**src/rtl/sprite_blitter_if.sv**
```systemverilog
// Command, sprite-memory and frame-buffer signals of the sprite blitter.
// The blitter connects through the slave modport; the system side (command
// source, sprite memory, frame-buffer arbiter) uses the master modport.
interface sprite_blitter_if #(
  parameter int FB_AW  = 19,
  parameter int SPR_AW = 12,
  parameter int CI_W   = 3
) ();
  logic              cmd_valid;
  logic              cmd_ready;
  logic [9:0]        cmd_x;
  logic [9:0]        cmd_y;
  logic [3:0]        cmd_sprite;
  logic              cmd_flip;
  logic [SPR_AW-1:0] spr_addr;
  logic [CI_W-1:0]   spr_q;
  logic              fb_grant;
  logic [FB_AW-1:0]  fb_addr;
  logic [CI_W-1:0]   fb_data;
  logic              fb_wren;
  logic              done;

  modport master (
    output cmd_valid, cmd_x, cmd_y, cmd_sprite, cmd_flip, spr_q, fb_grant,
    input  cmd_ready, spr_addr, fb_addr, fb_data, fb_wren, done
  );

  modport slave (
    input  cmd_valid, cmd_x, cmd_y, cmd_sprite, cmd_flip, spr_q, fb_grant,
    output cmd_ready, spr_addr, fb_addr, fb_data, fb_wren, done
  );
endinterface

```
**src/rtl/sprite_blitter.sv**
```systemverilog
// Sprite blitter: copies one SPR_W x SPR_H sprite into the frame buffer at
// (x, y), skipping colour index 0, clipping at the right/bottom screen edge
// and optionally mirroring horizontally. One pixel per granted cycle.
//
// state | meaning
// IDLE  | ready for a command
// RUN   | issuing sprite reads, writing the previous pixel each granted cycle
// DRAIN | writing the last pending pixel
// DONE  | one-cycle completion pulse
module sprite_blitter #(
  parameter int FB_W   = 640,
  parameter int FB_H   = 480,
  parameter int FB_AW  = 19,
  parameter int SPR_W  = 16,
  parameter int SPR_H  = 16,
  parameter int SPR_AW = 12,
  parameter int CI_W   = 3
) (
  input logic             Clk,
  input logic             Reset,
  sprite_blitter_if.slave bus
);

  localparam int CW = $clog2(SPR_W);
  localparam int RW = $clog2(SPR_H);

  typedef enum logic [1:0] {S_IDLE, S_RUN, S_DRAIN, S_DONE} state_t;

  state_t          state_q, state_d;
  logic [CW-1:0]   col_q, col_d;
  logic [RW-1:0]   row_q, row_d;
  logic [9:0]      x_q, y_q;
  logic [3:0]      sprite_q;
  logic            flip_q;

  // write stage: one pixel in flight between the sprite read and the fb write
  logic            stage_valid_q;
  logic            stage_in_q;
  logic [FB_AW-1:0] fb_addr_q;
  logic            fresh_q;
  logic [CI_W-1:0] hold_q;

  logic            accept;
  logic            issue;
  logic            retire;
  logic            last_px;
  logic [CW-1:0]   col_sel;
  logic [10:0]     dx, dy;
  logic [CI_W-1:0] pix;

  assign accept  = (state_q == S_IDLE) && bus.cmd_valid;
  assign issue   = (state_q == S_RUN) && bus.fb_grant;
  assign retire  = ((state_q == S_RUN) || (state_q == S_DRAIN)) && bus.fb_grant;
  assign last_px = (row_q == RW'(SPR_H - 1)) && (col_q == CW'(SPR_W - 1));
  assign col_sel = flip_q ? (CW'(SPR_W - 1) - col_q) : col_q;

  // destination of the pixel being read now; 11 bits so x+col never wraps
  assign dx = 11'(x_q) + 11'(col_q);
  assign dy = 11'(y_q) + 11'(row_q);

  // spr_q only reflects the pending pixel on the cycle right after its read;
  // during a stall the address has already moved on, so replay the held copy
  assign pix = fresh_q ? bus.spr_q : hold_q;

  assign bus.spr_addr  = SPR_AW'(sprite_q) * SPR_AW'(SPR_W * SPR_H)
                       + SPR_AW'(row_q) * SPR_AW'(SPR_W)
                       + SPR_AW'(col_sel);
  assign bus.cmd_ready = (state_q == S_IDLE);
  assign bus.done      = (state_q == S_DONE);
  assign bus.fb_addr   = fb_addr_q;
  assign bus.fb_data   = stage_valid_q ? pix : '0;
  assign bus.fb_wren   = retire && stage_valid_q && stage_in_q && (pix != '0);

  // state and sprite position counters
  always_ff @(posedge Clk) begin
    if (Reset) begin
      state_q <= S_IDLE;
      col_q   <= '0;
      row_q   <= '0;
    end else begin
      state_q <= state_d;
      col_q   <= col_d;
      row_q   <= row_d;
    end
  end

  // next state and counter stepping; everything holds while not granted
  always_comb begin
    state_d = state_q;
    col_d   = col_q;
    row_d   = row_q;
    case (state_q)
      S_IDLE: begin
        if (accept) begin
          state_d = S_RUN;
          col_d   = '0;
          row_d   = '0;
        end
      end
      S_RUN: begin
        if (bus.fb_grant) begin
          if (last_px) begin
            state_d = S_DRAIN;
            col_d   = '0;
            row_d   = '0;
          end else if (col_q == CW'(SPR_W - 1)) begin
            col_d = '0;
            row_d = row_q + 1'b1;
          end else begin
            col_d = col_q + 1'b1;
          end
        end
      end
      S_DRAIN: begin
        if (bus.fb_grant) begin
          state_d = S_DONE;
        end
      end
      S_DONE: begin
        state_d = S_IDLE;
      end
      default: begin
        state_d = S_IDLE;
      end
    endcase
  end

  // command latch
  always_ff @(posedge Clk) begin
    if (Reset) begin
      x_q      <= '0;
      y_q      <= '0;
      sprite_q <= '0;
      flip_q   <= 1'b0;
    end else if (accept) begin
      x_q      <= bus.cmd_x;
      y_q      <= bus.cmd_y;
      sprite_q <= bus.cmd_sprite;
      flip_q   <= bus.cmd_flip;
    end
  end

  // write stage: load on each issued read, empty after the drain write
  always_ff @(posedge Clk) begin
    if (Reset) begin
      stage_valid_q <= 1'b0;
      stage_in_q    <= 1'b0;
      fb_addr_q     <= '0;
      fresh_q       <= 1'b0;
      hold_q        <= '0;
    end else begin
      if (issue) begin
        stage_valid_q <= 1'b1;
        stage_in_q    <= (dx < 11'(FB_W)) && (dy < 11'(FB_H));
        fb_addr_q     <= FB_AW'(dy) * FB_AW'(FB_W) + FB_AW'(dx);
      end else if ((state_q == S_DRAIN) && bus.fb_grant) begin
        stage_valid_q <= 1'b0;
      end
      fresh_q <= issue;
      hold_q  <= pix;
    end
  end

endmodule

```
**src/flat_wrapper.sv**
```systemverilog
// flat-port wrapper written by rule: the top's interface ports become plain ports
module sprite_blitter_flat 
#(
  parameter int FB_W   = 640,
  parameter int FB_H   = 480,
  parameter int FB_AW  = 19,
  parameter int SPR_W  = 16,
  parameter int SPR_H  = 16,
  parameter int SPR_AW = 12,
  parameter int CI_W   = 3
)
  (Clk, Reset, bus_cmd_valid, bus_cmd_x, bus_cmd_y, bus_cmd_sprite, bus_cmd_flip, bus_spr_q, bus_fb_grant, bus_cmd_ready, bus_spr_addr, bus_fb_addr, bus_fb_data, bus_fb_wren, bus_done);
  sprite_blitter_if #(.FB_AW(FB_AW), .SPR_AW(SPR_AW), .CI_W(CI_W)) bus_i ();
  input logic Clk;
  input logic Reset;
  input wire logic [$bits(bus_i.cmd_valid)-1:0] bus_cmd_valid;
  input wire logic [$bits(bus_i.cmd_x)-1:0] bus_cmd_x;
  input wire logic [$bits(bus_i.cmd_y)-1:0] bus_cmd_y;
  input wire logic [$bits(bus_i.cmd_sprite)-1:0] bus_cmd_sprite;
  input wire logic [$bits(bus_i.cmd_flip)-1:0] bus_cmd_flip;
  input wire logic [$bits(bus_i.spr_q)-1:0] bus_spr_q;
  input wire logic [$bits(bus_i.fb_grant)-1:0] bus_fb_grant;
  output wire logic [$bits(bus_i.cmd_ready)-1:0] bus_cmd_ready;
  output wire logic [$bits(bus_i.spr_addr)-1:0] bus_spr_addr;
  output wire logic [$bits(bus_i.fb_addr)-1:0] bus_fb_addr;
  output wire logic [$bits(bus_i.fb_data)-1:0] bus_fb_data;
  output wire logic [$bits(bus_i.fb_wren)-1:0] bus_fb_wren;
  output wire logic [$bits(bus_i.done)-1:0] bus_done;
  assign bus_i.cmd_valid = bus_cmd_valid;
  assign bus_i.cmd_x = bus_cmd_x;
  assign bus_i.cmd_y = bus_cmd_y;
  assign bus_i.cmd_sprite = bus_cmd_sprite;
  assign bus_i.cmd_flip = bus_cmd_flip;
  assign bus_i.spr_q = bus_spr_q;
  assign bus_i.fb_grant = bus_fb_grant;
  assign bus_cmd_ready = bus_i.cmd_ready;
  assign bus_spr_addr = bus_i.spr_addr;
  assign bus_fb_addr = bus_i.fb_addr;
  assign bus_fb_data = bus_i.fb_data;
  assign bus_fb_wren = bus_i.fb_wren;
  assign bus_done = bus_i.done;
  sprite_blitter #(.FB_W(FB_W), .FB_H(FB_H), .FB_AW(FB_AW), .SPR_W(SPR_W), .SPR_H(SPR_H), .SPR_AW(SPR_AW), .CI_W(CI_W)) u_core (.Clk(Clk), .Reset(Reset), .bus(bus_i));
endmodule
```
**config.mk**
```make
export PLATFORM = sky130hd
export DESIGN_NAME = sprite_blitter_flat
export DESIGN_NICKNAME = d
export VERILOG_FILES = /design/src/rtl/sprite_blitter_if.sv /design/src/rtl/sprite_blitter.sv /design/src/flat_wrapper.sv
export SDC_FILE = /design/constraint.sdc
export NUM_CORES = 1
export LEC_CHECK = 0
export CAP_MARGIN = 20
export CORE_UTILIZATION = 45
export DETAILED_ROUTE_END_ITERATION = 12
export GPL_TIMING_DRIVEN = 0
export HOLD_SLACK_MARGIN = 0.08
export PLACE_DENSITY = 0.7
export SLEW_MARGIN = 0
export SYNTH_ARGS = -nofsm -noshare
export SYNTH_HDL_FRONTEND = slang
export SYNTH_SLANG_ARGS = --single-unit
```
**constraint.sdc**
```tcl
create_clock -name Clk -period 6.18 [get_ports Clk]
set_input_delay 0.618 -clock Clk [delete_from_list [all_inputs] [get_ports Clk]]
set_output_delay 0.618 -clock Clk [all_outputs]
set_load 0.02 [all_outputs]
```
== After elaboration in Yosys (flattened, before gate mapping) ==
Cells that the tools add are included.
Word-level totals
  bits in registers: 60
Cells by class
  equality and inequality tests: 10
  $lt $le $gt $ge: 2
  multipliers: 1
  muxes and demuxes: 19
  add/sub/neg operators: 8
  reductions and logical operators: 17
Operators by type and width (number)
  4-bit two-way mux: 8
  10-bit by 4-bit adder with 11-bit output: 2
  19-bit by 11-bit adder with 19-bit output: 1
  4-bit case mux with 2 select lines: 2
  12-bit by 4-bit adder with 12-bit output: 1
  12-bit by 8-bit adder with 12-bit output: 1
  11-bit by 3-bit multiplier with 12-bit output, second input constant: 1
  11-bit by 10-bit < comparator with 1-bit output, second input constant: 1
  11-bit by 9-bit < comparator with 1-bit output, second input constant: 1
  1-bit logical AND: 9
  4-bit by 1-bit adder with 4-bit output, second input constant: 2
  4-bit == test, second input constant: 2
  2-bit two-way mux: 4
  2-bit case mux with 4 select lines: 1
  4-bit AND reduction: 2
  3-bit two-way mux: 2
  2-bit == test, second input constant: 2
  2-bit by 1-bit inequality test with 1-bit output, second input constant: 2
  2-bit inequality test, second input constant: 2
  2-bit nonzero test: 2
  4-bit subtractor, first input constant: 1
  3-bit by 2-bit inequality test with 1-bit output, second input constant: 1
  3-bit AND reduction: 1
  3-bit nonzero test: 1
  other kinds (4): 5

== Logic depth before layout (Yosys ltp) ==
Gate-level depths: netlist (run 1).
  word-level depth: 6
  gate-level depth with buffers: 18
  gate-level depth less buffers: 18

== Least setup slack after synthesis (run 1) ==
Ideal clock, no wire load.
  kind: reg-to-reg
  start point: register u_core.row_q[0]
  end point: register u_core.fb_addr_q[16] (netlist: u_core.bus.fb_addr[16])
  data arrival time: 3.809 ns
  required time: 6.101 ns
  setup time: 0.079 ns
  slack: 2.291 ns
  stages on the path, launching flop included: 18
  cells stage by stage: dfxtp_1 -> ha_1 -> inv_1 -> fa_1 -> nor2b_1 -> o21ai_1 -> a21oi_1 -> nor2_1 -> ha_1 -> inv_1 -> fa_1 -> nand2b_1 -> a21oi_4 -> xor2_2 -> nand3_1 -> or3_1 -> xor2_1 -> a211oi_2
Between the ends
  word-level cells in the longest chain between the ends: 3
Ends and longest elaborated chain
  start: declaration: line sprite_blitter.sv:31  | logic [RW-1:0] row_q, row_d;
  start signal: assignment: line sprite_blitter.sv:83  | row_q <= row_d;
  10-bit by 4-bit adder with 11-bit output: line sprite_blitter.sv:59  | assign dy = 11'(y_q) + 11'(row_q);
  11-bit by 3-bit multiplier with 12-bit output: line sprite_blitter.sv:155  | fb_addr_q <= FB_AW'(dy) * FB_AW'(FB_W) + FB_AW'(dx);
  19-bit by 11-bit adder with 19-bit output: line sprite_blitter.sv:155
  end signal: assignment: line sprite_blitter.sv:155
  end: declaration: line sprite_blitter.sv:39  | logic [FB_AW-1:0] fb_addr_q;
Every way passes these cells.
A chain may end at the register's enable or synchronous reset.

== Worst setup path after layout (run 1) ==
Ends and elaborated chain as after synthesis.

==> impl_metrics.toml, run 1 <==
[run_status]
status = "finished clean"

[sta]
tightest_slew_ns = 0.607
final-max-slew-violation-count = 0
finalSetupViolations = 0
layout_min_cycle_time_ns = 4.11
tns_ns = 0
fin_crit_sh_pct = 66.5
holdWs_ns = 0.464
rsz0062_at_grt = "no"
slew_headroom_pct = 59.5
finalHoldViolCount = 0
fmax_mhz = 243
fin_ws_ns = 2.07
fin_skew_ns = 0.0124

[yosys]
synthTopCellsByArea = "dfxtp_1 32%, ha_1 12%, nand2_1 7.6%"
synth_area_per_cell_um2 = 8.25
synth_cell_type_count = 58
yosys_warnings = 0
synth_ff_type = "dfxtp_1"
async_flop_share_pct = 0
synthesis.nets = 520
yosysMostFrequentCell = "nand2_1"
syn_inst = 449
syn_area_um2 = 3710
synth_commonest_cells = "75 x nand2_1, 60 x dfxtp_1, 47 x a21oi_1"
synth_edf_count = 0
ys_ff_latch = 60
yosysTopAreaCell = "dfxtp_1"
seq_area_frac_synth_pct = 32.4
yosys.area.top_type_share_pct = 32.4

[setup_path]
cp_data_arrival_time_ns = 4.37
r2r_cells = 17
cp_max_fo = 5
cpPeakStageDelay_ns = 0.46
crit_chain = "ha_1 -> inv_1 -> fa_1 -> nor2b_1 -> o21ai_1 -> a21oi_1 -> nor2_1 -> ha_1 -> inv_1 -> fa_1 -> nand2b_1 -> a21oi_4 -> xor2_2 -> nand3_1 -> or3_1 -> xor2_1 -> a211oi_2"
cp_data_required_time_ns = 6.44
crit_type = "register to register"
critPathLaunchType = "register"
cp-end-kind = "register"
crit_slowest_cell = "dfxtp_1"

[min_path]
hold_path_class = "register to register"
holdPathStages = 2

[grt]
grt-ovfl-total = 0
antenna_found_initial = 0
first_global_vias = 3103
gr-usage-all-layers_pct = 21.2
grt_max_degree = 12
grt_pass1_wl_mm = 14.4

[route]
drc_errors = 0
wl_per_cell_um = 13.5
via_count = 3269
via_per_inst = 5.15
detail-route-antenna-nets = 0
wirelength_mm = 8.55
dr.pass1.iters = 4
drt-initial-drc-count = 114

[cts]
clk_latency_ns = 0.34
ctsResizeCount = 0
cts_tree = "built"
htree_levels = 3
cts_hold_buf = 0
clockBufferDepth = 2
clockRootBuffer = "clkbuf_8"
path_clk_slew_ns = 0.08
postCtsSetupBuffers = 0
cts-buffers-inserted = 9
clock-sinks = 60

[floorplanning]
row_count = 32
start_util_pct = 47.2
die_w_um = 92.8
die_h_um = 92.8
io_pins = 69
dieArea_um2 = 8600
core_area_um2 = 7850

[layout]
synthToLayoutAreaGrowth_pct = 27.7
drive_above_1_share_pct = 7.13
fin_area_um2 = 4730
fin_nets = 599
multiInputGateArea_um2 = 2330
n_antenna_cell = 0
regArea_um2 = 1200
fill_cells = 750

[placed_design]
place_area_um2 = 4510
gp_congestion = 0.828
place_ws_ns = 2.09
place_hpwl_mm = 6.73
portBuffers = 68

[power]
peakVddDrop_mv = 0.157
leakagePower_uw = 0.00191
pwr_density_cell_nw_per_um2 = 344

[flow_run]
max-cap-violations = 0
## worst paths after layout
| kind | slack, ns | start | end |
|---|---|---|---|
| max reg2reg | 2.07 | u_core.row_q[0] | u_core.bus.fb_addr[16] |
| min reg2reg | 0.46 | u_core.x_q[2] | u_core.x_q[2] |
| min | 0.46 | u_core.x_q[2] | u_core.x_q[2] |
| max | 2.07 | u_core.row_q[0] | u_core.bus.fb_addr[16] |
## cell usage in the layout (no fill, tap or decap), types with 11 or more instances in the layout
cell             count
dfxtp_1             60
clkbuf_1            14
clkdlybuf4s50_1     68
nor2_1              34
o21ai_0             11
a21oi_1             47
xor2_1              19
nand2_1             75
ha_1                35
xnor2_1             16
inv_1               23
clkbuf_8            11
## area by class of cell
class	instances	area share (%)
clock inverters	6	1.88
multi-input cells	347	49.2
repair buffers	68	14.4
clock buffers	10	2.70
plain buffers	19	1.96
inverters	23	1.82
well taps	102	2.70
flip-flops and latches	60	25.4
## metal layers
layer | up-vias | wire length [um] | GRT usage [%]
met4 | 0 | 107 | 7.44
met2 | 76 | 3930 | 34.6
met5 | - | 0 | 0
met3 | 12 | 335 | 3.45
li1 | 1699 | - | -
met1 | 1482 | 4180 | 28.2
## critical path, delay by kind of cell, from the launching register on
kind,cells,cell delay (ns)
compound gates,4,0.75
xor+xnor,2,0.39
fa+ha+maj,4,1.37
flops,1,0.46
simple gates,5,0.95
buf+inv,2,0.12
## cells by family (layout without fill, tap and decap cells)
group                    count (synthesis)  count (layout)  share of synthesized area [%]
AO/OA/AOI/OAI                           97              97                           16.7
multiplexers                             4               4                           1.08
buffers and inverters                   42             126                           4.83
AND/OR/NAND/NOR                        170             170                           21.8
adder cells (fa/ha/maj)                 39              39                           14.0
XOR/XNOR                                37              37                           9.15
flip-flops                              60              60                           32.4
## state kept, by name, summed over array words and instances, names as in the netlist
name,cells
u_core.x_q,10
u_core.sprite_q,4
u_core.bus.fb_addr,19
u_core.flip_q,1
u_core.hold_q,3
u_core.state_q,2
u_core.fresh_q,1
u_core.stage_valid_q,1
u_core.stage_in_q,1
u_core.col_q,4
u_core.y_q,10
u_core.row_q,4
## stage by stage
stage	utilization (%)	power, uW	std cells
6_report	60.3	1630	635
5_1_grt	60.3	1740	635
4_1_cts	60.3	1630	635
3_5_place_dp	57.5	1240	619
3_3_place_gp	57.5	1220	619
2_1_floorplan	-	1010	449
## where the power goes
| group | switching [uW] | leakage [uW] | internal (uW) |
|---|---|---|---|
| clock | 158 | 0.000102 | 227 |
| combinational | 429 | 0.00132 | 301 |
| sequential | 53.9 | 0.000490 | 457 |
(Power assumes the default switching activity.)
==> run 2: changes to the inputs <==
--- a/config.mk
+++ b/config.mk
@@ -10,7 +10,7 @@
 export DETAILED_ROUTE_END_ITERATION = 12
 export GPL_TIMING_DRIVEN = 0
 export HOLD_SLACK_MARGIN = 0.08
-export PLACE_DENSITY = 0.7
+export PLACE_DENSITY = 0.73
 export SLEW_MARGIN = 0
 export SYNTH_ARGS = -nofsm -noshare
 export SYNTH_HDL_FRONTEND = slang
==> constraint.sdc (replaced) <==
create_clock -name Clk -period 3.7 [get_ports Clk]
set_input_delay 0.37 -clock Clk [delete_from_list [all_inputs] [get_ports Clk]]
set_output_delay 0.37 -clock Clk [all_outputs]
set_load 0.02 [all_outputs]
==> run 2 against run 1 <==
  * The run now ends with setup timing left
  * Setup slack got worse by 2.1 ns
  * Count of clock-buffer cells in the layout did not move
  * Fmax rose by 11%
  * Design area up 7.9%
  * Critical path depth unchanged
  * Global-route usage increased by 0.60 points
  * Die area stayed put
  * Sequential cell count stayed put
  * Cell count grew 2.0%
  * Clock skew is 0.0031 ns lower
  * Utilization up 4.8 points
  * Sequential power rose by 68%
  * Critical endpoint is now u_core.bus.fb_addr[18]
  * Largest power group unchanged
  * Highest routed layer unchanged
==> impl_metrics.toml, run 2 (same netlist as run 1, synthesis figures left out) <==
[run_status]
status = "finished, violations left"
violations = "setup timing"

[sta]
layout_min_cycle_time_ns = 3.72
tns_ns = -0.0168
fin_crit_sh_pct = 100
slew_headroom_pct = 59.2
fin_ws_ns = -0.0168
finalSetupViolations = 1
tightest_slew_ns = 0.612
rsz0062_at_grt = "yes"
fmax_mhz = 269
finalHoldViolCount = 0
fin_skew_ns = 0.00929
final-max-slew-violation-count = 0

[floorplanning]
row_count = 32
start_util_pct = 47.2
core_area_um2 = 7850
die_h_um = 92.8
dieArea_um2 = 8600
io_pins = 69
die_w_um = 92.8

[layout]
fill_cells = 678
final_util_pct = 65.0
synthToLayoutAreaGrowth_pct = 37.7
fin_area_um2 = 5100
fin_cells = 648
layout_commonest_cell = "nand2_1"
drive_above_1_share_pct = 17.2
fin_nets = 612
n_antenna_cell = 0
largest_reg_flops = 19
final_cell_mix = "74 x nand2_1, 68 x clkdlybuf4s50_1, 55 x dfxtp_1"

[placed_design]
portBuffers = 68
place_area_um2 = 4520
gp_congestion = 0.807
dp.cells = 619
place_hpwl_mm = 6.80

[min_path]
holdPathStages = 2
hold_end = "u_core.sprite_q[0]"
min-delay-start = "u_core.sprite_q[0]"
hold_path_class = "register to register"

[route]
detail-route-antenna-nets = 0
wirelength_mm = 9.18
drc_errors = 0
drt-initial-drc-count = 144
dr.pass1.iters = 5
wl_per_cell_um = 14.2
via_count = 3359
via_per_inst = 5.18

[cts]
clockRootBuffer = "clkbuf_8"
clock-sinks = 60
clk_latency_ns = 0.34
cts_hold_buf = 0
htree_levels = 3
cts-buffers-inserted = 9
cts_tree = "built"
clockBufferDepth = 2
path_clk_slew_ns = 0.07

[setup_path]
reg2reg_to = "u_core.bus.fb_addr[18]"
reg2reg_from = "u_core.row_q[0]"
r2r_setup_slack_ns = -0.02
cp_data_arrival_time_ns = 3.95
critPathLaunchType = "register"
cp-end-kind = "register"
r2r_cells = 17
cp_max_fo = 5
crit_type = "register to register"
cp_data_required_time_ns = 3.93

[power]
p_sw_uw = 1130
peakVddDrop_mv = 0.273
pwr_density_cell_nw_per_um2 = 564
combPwrFrac_pct = 47.0
leakagePower_uw = 0.00202
total_power_uw = 2880
power_frac_seq_pct = 29.8
pwr-share-clk_pct = 23.2
swShare_pct = 39.1
p_int_uw = 1750

[grt]
grt_max_degree = 12
gr-usage-all-layers_pct = 21.8
grt_pass1_wl_mm = 14.7
antenna_found_initial = 0
first_global_vias = 3202
grt-ovfl-total = 0

[flow_run]
max-cap-violations = 0
run 2: changes by cell type in the layout (fill, tap and decap cells not counted), sizes merged:
cell,before,now
buf,4,17
clkinvlp,2,0
clkinv,2,4
run 2: how the worst max path moves through the flow:
| stage | start | end | depth (start not counted) |
|---|---|---|---|
| floorplan | u_core.row_q[0] | u_core.bus.fb_addr[16] | 17 |
| global placement | u_core.row_q[0] | u_core.bus.fb_addr[16] | 17 |
| detailed placement | u_core.col_q[0] | u_core.bus.fb_addr[17] | 18 |
| CTS | u_core.row_q[0] | u_core.bus.fb_addr[18] | 17 |
| global route | u_core.row_q[0] | u_core.bus.fb_addr[18] | 18 |
| finish | u_core.row_q[0] | u_core.bus.fb_addr[18] | 17 |
run 2: area by class of cell:
class	instances	area, um2	share of cell area (%)
multi-input cells	347	2580	50.6
flip-flops and latches	60	1210	23.8
repair buffers	81	778	15.2
clock buffers	10	138	2.70
well taps	102	128	2.50
plain buffers	19	92.6	1.81
clock inverters	6	87.6	1.72
inverters	23	86.3	1.69
run 2: power groups by stage:
stage / Sequential [uW] / Combinational, uW / Clock [uW]
floorplan: 906 / 776 / 0
finish: 858 / 1350 / 667
global placement: 863 / 1170 / 0
detailed placement: 870 / 1200 / 0
global route: 873 / 1490 / 697
CTS: 855 / 1260 / 669
run 2: metal layers:
metal,vias to the layer above,share of wire (%),GRT usage [%]
met4,0,1.9,8.85
met2,89,49,36.5
li1,1724,-,-
met5,-,0,0
met3,15,5.4,3.45
met1,1531,44,27.8
run 2: metrics by stage:
step / setup slack (ns) / hold slack (ns)
3_5_place_dp: -0.280 / 0.453
4_1_cts: 0.00129 / 0.462
3_3_place_gp: -0.165 / 0.444
5_1_grt: -0.161 / 0.481
2_1_floorplan: 0.00264 / 0.440
6_report: -0.0168 / 0.460
run 2: timing repair:
action                     CTS  global route
resized for setup           15            35
setup endpoints to repair    6             7
pin swaps                    8            23
buffers inserted             6             7
run 2: critical path, stage by stage, from the launching register on:
cell	delay [ns]
dfxtp_4	0.37
ha_4	0.13
inv_2	0.04
fa_2	0.39
nor2b_2	0.14
o21ai_2	0.10
a21oi_4	0.24
and3_4	0.22
and2_4	0.15
xor2_2	0.15
ha_1	0.28
ha_4	0.24
o211a_1	0.14
a221oi_2	0.24
xnor2_1	0.20
nand4bb_1	0.20
xnor2_2	0.19
a22o_1	0.18
==> run 3: changes to the inputs <==
--- a/config.mk
+++ b/config.mk
@@ -10,7 +10,7 @@
 export DETAILED_ROUTE_END_ITERATION = 12
 export GPL_TIMING_DRIVEN = 0
 export HOLD_SLACK_MARGIN = 0.08
-export PLACE_DENSITY = 0.73
+export PLACE_DENSITY = 0.72
 export SLEW_MARGIN = 0
 export SYNTH_ARGS = -nofsm -noshare
 export SYNTH_HDL_FRONTEND = slang
==> run 3 against run 2 <==
  * The flow now finishes without violations
  * Via count increased by 0.63%
  * Cell count grew 0.62%
  * Combinational power about the same
  * Critical path type unchanged
  * Critical endpoint is now u_core.bus.fb_addr[16]
  * Largest power group unchanged
==> impl_metrics.toml, run 3 (same netlist as run 1, synthesis figures left out) <==
[power]
total_power_uw = 2720
pwr_density_cell_nw_per_um2 = 535
leakagePower_uw = 0.00203
pwr-share-clk_pct = 19.6
p_int_uw = 1630
peakVddDrop_mv = 0.313
swShare_pct = 40.0
combPwrFrac_pct = 48.8
power_frac_seq_pct = 31.7
p_sw_uw = 1090

[route]
detail-route-antenna-nets = 0
drc_errors = 0
via_per_inst = 5.18
via_count = 3380
drt-initial-drc-count = 159
wirelength_mm = 9.05
dr.pass1.iters = 4
wl_per_cell_um = 13.9

[setup_path]
cp_data_arrival_time_ns = 3.90
critPathLaunchType = "register"
cp-end-kind = "register"
cp_data_required_time_ns = 3.96
cp_max_fo = 6
reg2reg_from = "u_core.row_q[0]"
worstSetupStartpoint = "u_core.row_q[0]"
crit_type = "register to register"

[layout]
largest_reg_flops = 19
n_antenna_cell = 0
fin_nets = 618
layout_commonest_cell = "nand2_1"
drive_above_1_share_pct = 18.0
fill_cells = 696
multiInputGateArea_um2 = 2560
regArea_um2 = 1210
synthToLayoutAreaGrowth_pct = 37.1
final_cell_mix = "73 x nand2_1, 68 x clkdlybuf4s50_1, 54 x dfxtp_1"

[cts]
cts_tree = "built"
cts-buffers-inserted = 9
path_clk_slew_ns = 0.06
clockRootBuffer = "clkbuf_8"
htree_levels = 3
clk_latency_ns = 0.34
clockBufferDepth = 2
cts_hold_buf = 0
clock-sinks = 60

[sta]
layout_min_cycle_time_ns = 3.64
holdWs_ns = 0.452
finalHoldViolCount = 0
final-max-slew-violation-count = 0
rsz0062_at_grt = "yes"
fin_ws_ns = 0.0631
fin_crit_sh_pct = 98.3
tightest_slew_ns = 0.580
finalSetupViolations = 0
fin_skew_ns = 0.00877
slew_headroom_pct = 61.3
fmax_mhz = 275

[placed_design]
place_ws_ns = -0.256
portBuffers = 68
place_hpwl_mm = 6.58
gp_congestion = 0.811

[grt]
grt-ovfl-total = 0
first_global_vias = 3095
gr-usage-all-layers_pct = 20.8
grt_max_degree = 11
antenna_found_initial = 0
grt_pass1_wl_mm = 14.1

[floorplanning]
row_count = 32
die_h_um = 92.8
start_util_pct = 47.2
die_w_um = 92.8
core_area_um2 = 7850
dieArea_um2 = 8600
io_pins = 69

[min_path]
min-delay-start = "u_core.sprite_q[2]"
hold_path_class = "register to register"

[flow_run]
max-cap-violations = 0

[run_status]
status = "finished clean"
[run 3: cell types whose count changed in the layout (fill, tap and decap cells not counted), moves of 2 or more]
cell	before	now
ha_1	27	29
and3_1	2	4
buf_4	13	19
and3_4	2	0
a21oi_2	3	5
bufinv_16	2	0
clkbuf_8	12	14
clkinv_4	2	0
[run 3: metal layers]
layer  vias to the layer above  part of all wire [%]  track usage [%]
li1                       1737                     -                -
met1                      1546                    47             27.2
met2                        89                    47             34.4
met3                         8                   5.4             4.52
met4                         0                  0.86             6.15
met5                         -                     0                0
[run 3: through the flow]
stage	cell area [um2]	setup TNS (ns)	util [%]	std cells
floorplan	3710	0	-	449
global placement	4520	-0.418	57.6	619
detailed placement	4520	-0.696	57.6	619
CTS	4860	0	61.9	645
global route	5080	-0.195	64.7	652
finish	5080	0	64.7	652
[run 3: layout make-up]
type	instances	share of cell area [%]
plain buffers	19	1.82
clock buffers	12	3.25
clock inverters	2	0.197
inverters	23	1.70
multi-input cells	347	50.4
flip-flops and latches	60	23.9
well taps	102	2.51
repair buffers	87	16.2
[run 3: timing repair]
| item | in CTS | in global routing |
|---|---|---|
| gates resized for setup | 13 | 36 |
| endpoints found under the hold margin | 0 | 0 |
| setup endpoints to repair | 3 | 4 |
| pin swaps | 4 | 24 |
| setup buffers | 12 | 7 |
[run 3: power by group through the flow]
stage | clock network [uW] | logic (uW) | registers (uW)
floorplan | 0 | 776 | 906
global placement | 0 | 1170 | 863
detailed placement | 0 | 1200 | 869
CTS | 541 | 1250 | 857
global route | 565 | 1460 | 874
finish | 532 | 1330 | 861
[run 3: critical path, stage by stage, from the launching register on]
cell and delay (ns):
dfxtp_4 0.37, ha_4 0.13, inv_2 0.04, fa_2 0.36, nor2b_2 0.14, o21ai_2 0.08
a21oi_2 0.24, nand2_2 0.10, xnor2_2 0.16, ha_1 0.32, ha_4 0.34, nand2_2 0.07
o21ai_2 0.17, a21oi_2 0.09, xor2_2 0.21, or3_4 0.41, xor2_2 0.16, a211oi_2 0.17
[run 3: final timing paths]
kind	cells after the start	slack, ns	end
worst min register to register	2	0.45	u_core.sprite_q[2]
worst max register to register	17	0.06	u_core.bus.fb_addr[16]
worst min-delay path	2	0.45	u_core.sprite_q[2]
worst max-delay path	17	0.06	u_core.bus.fb_addr[16]
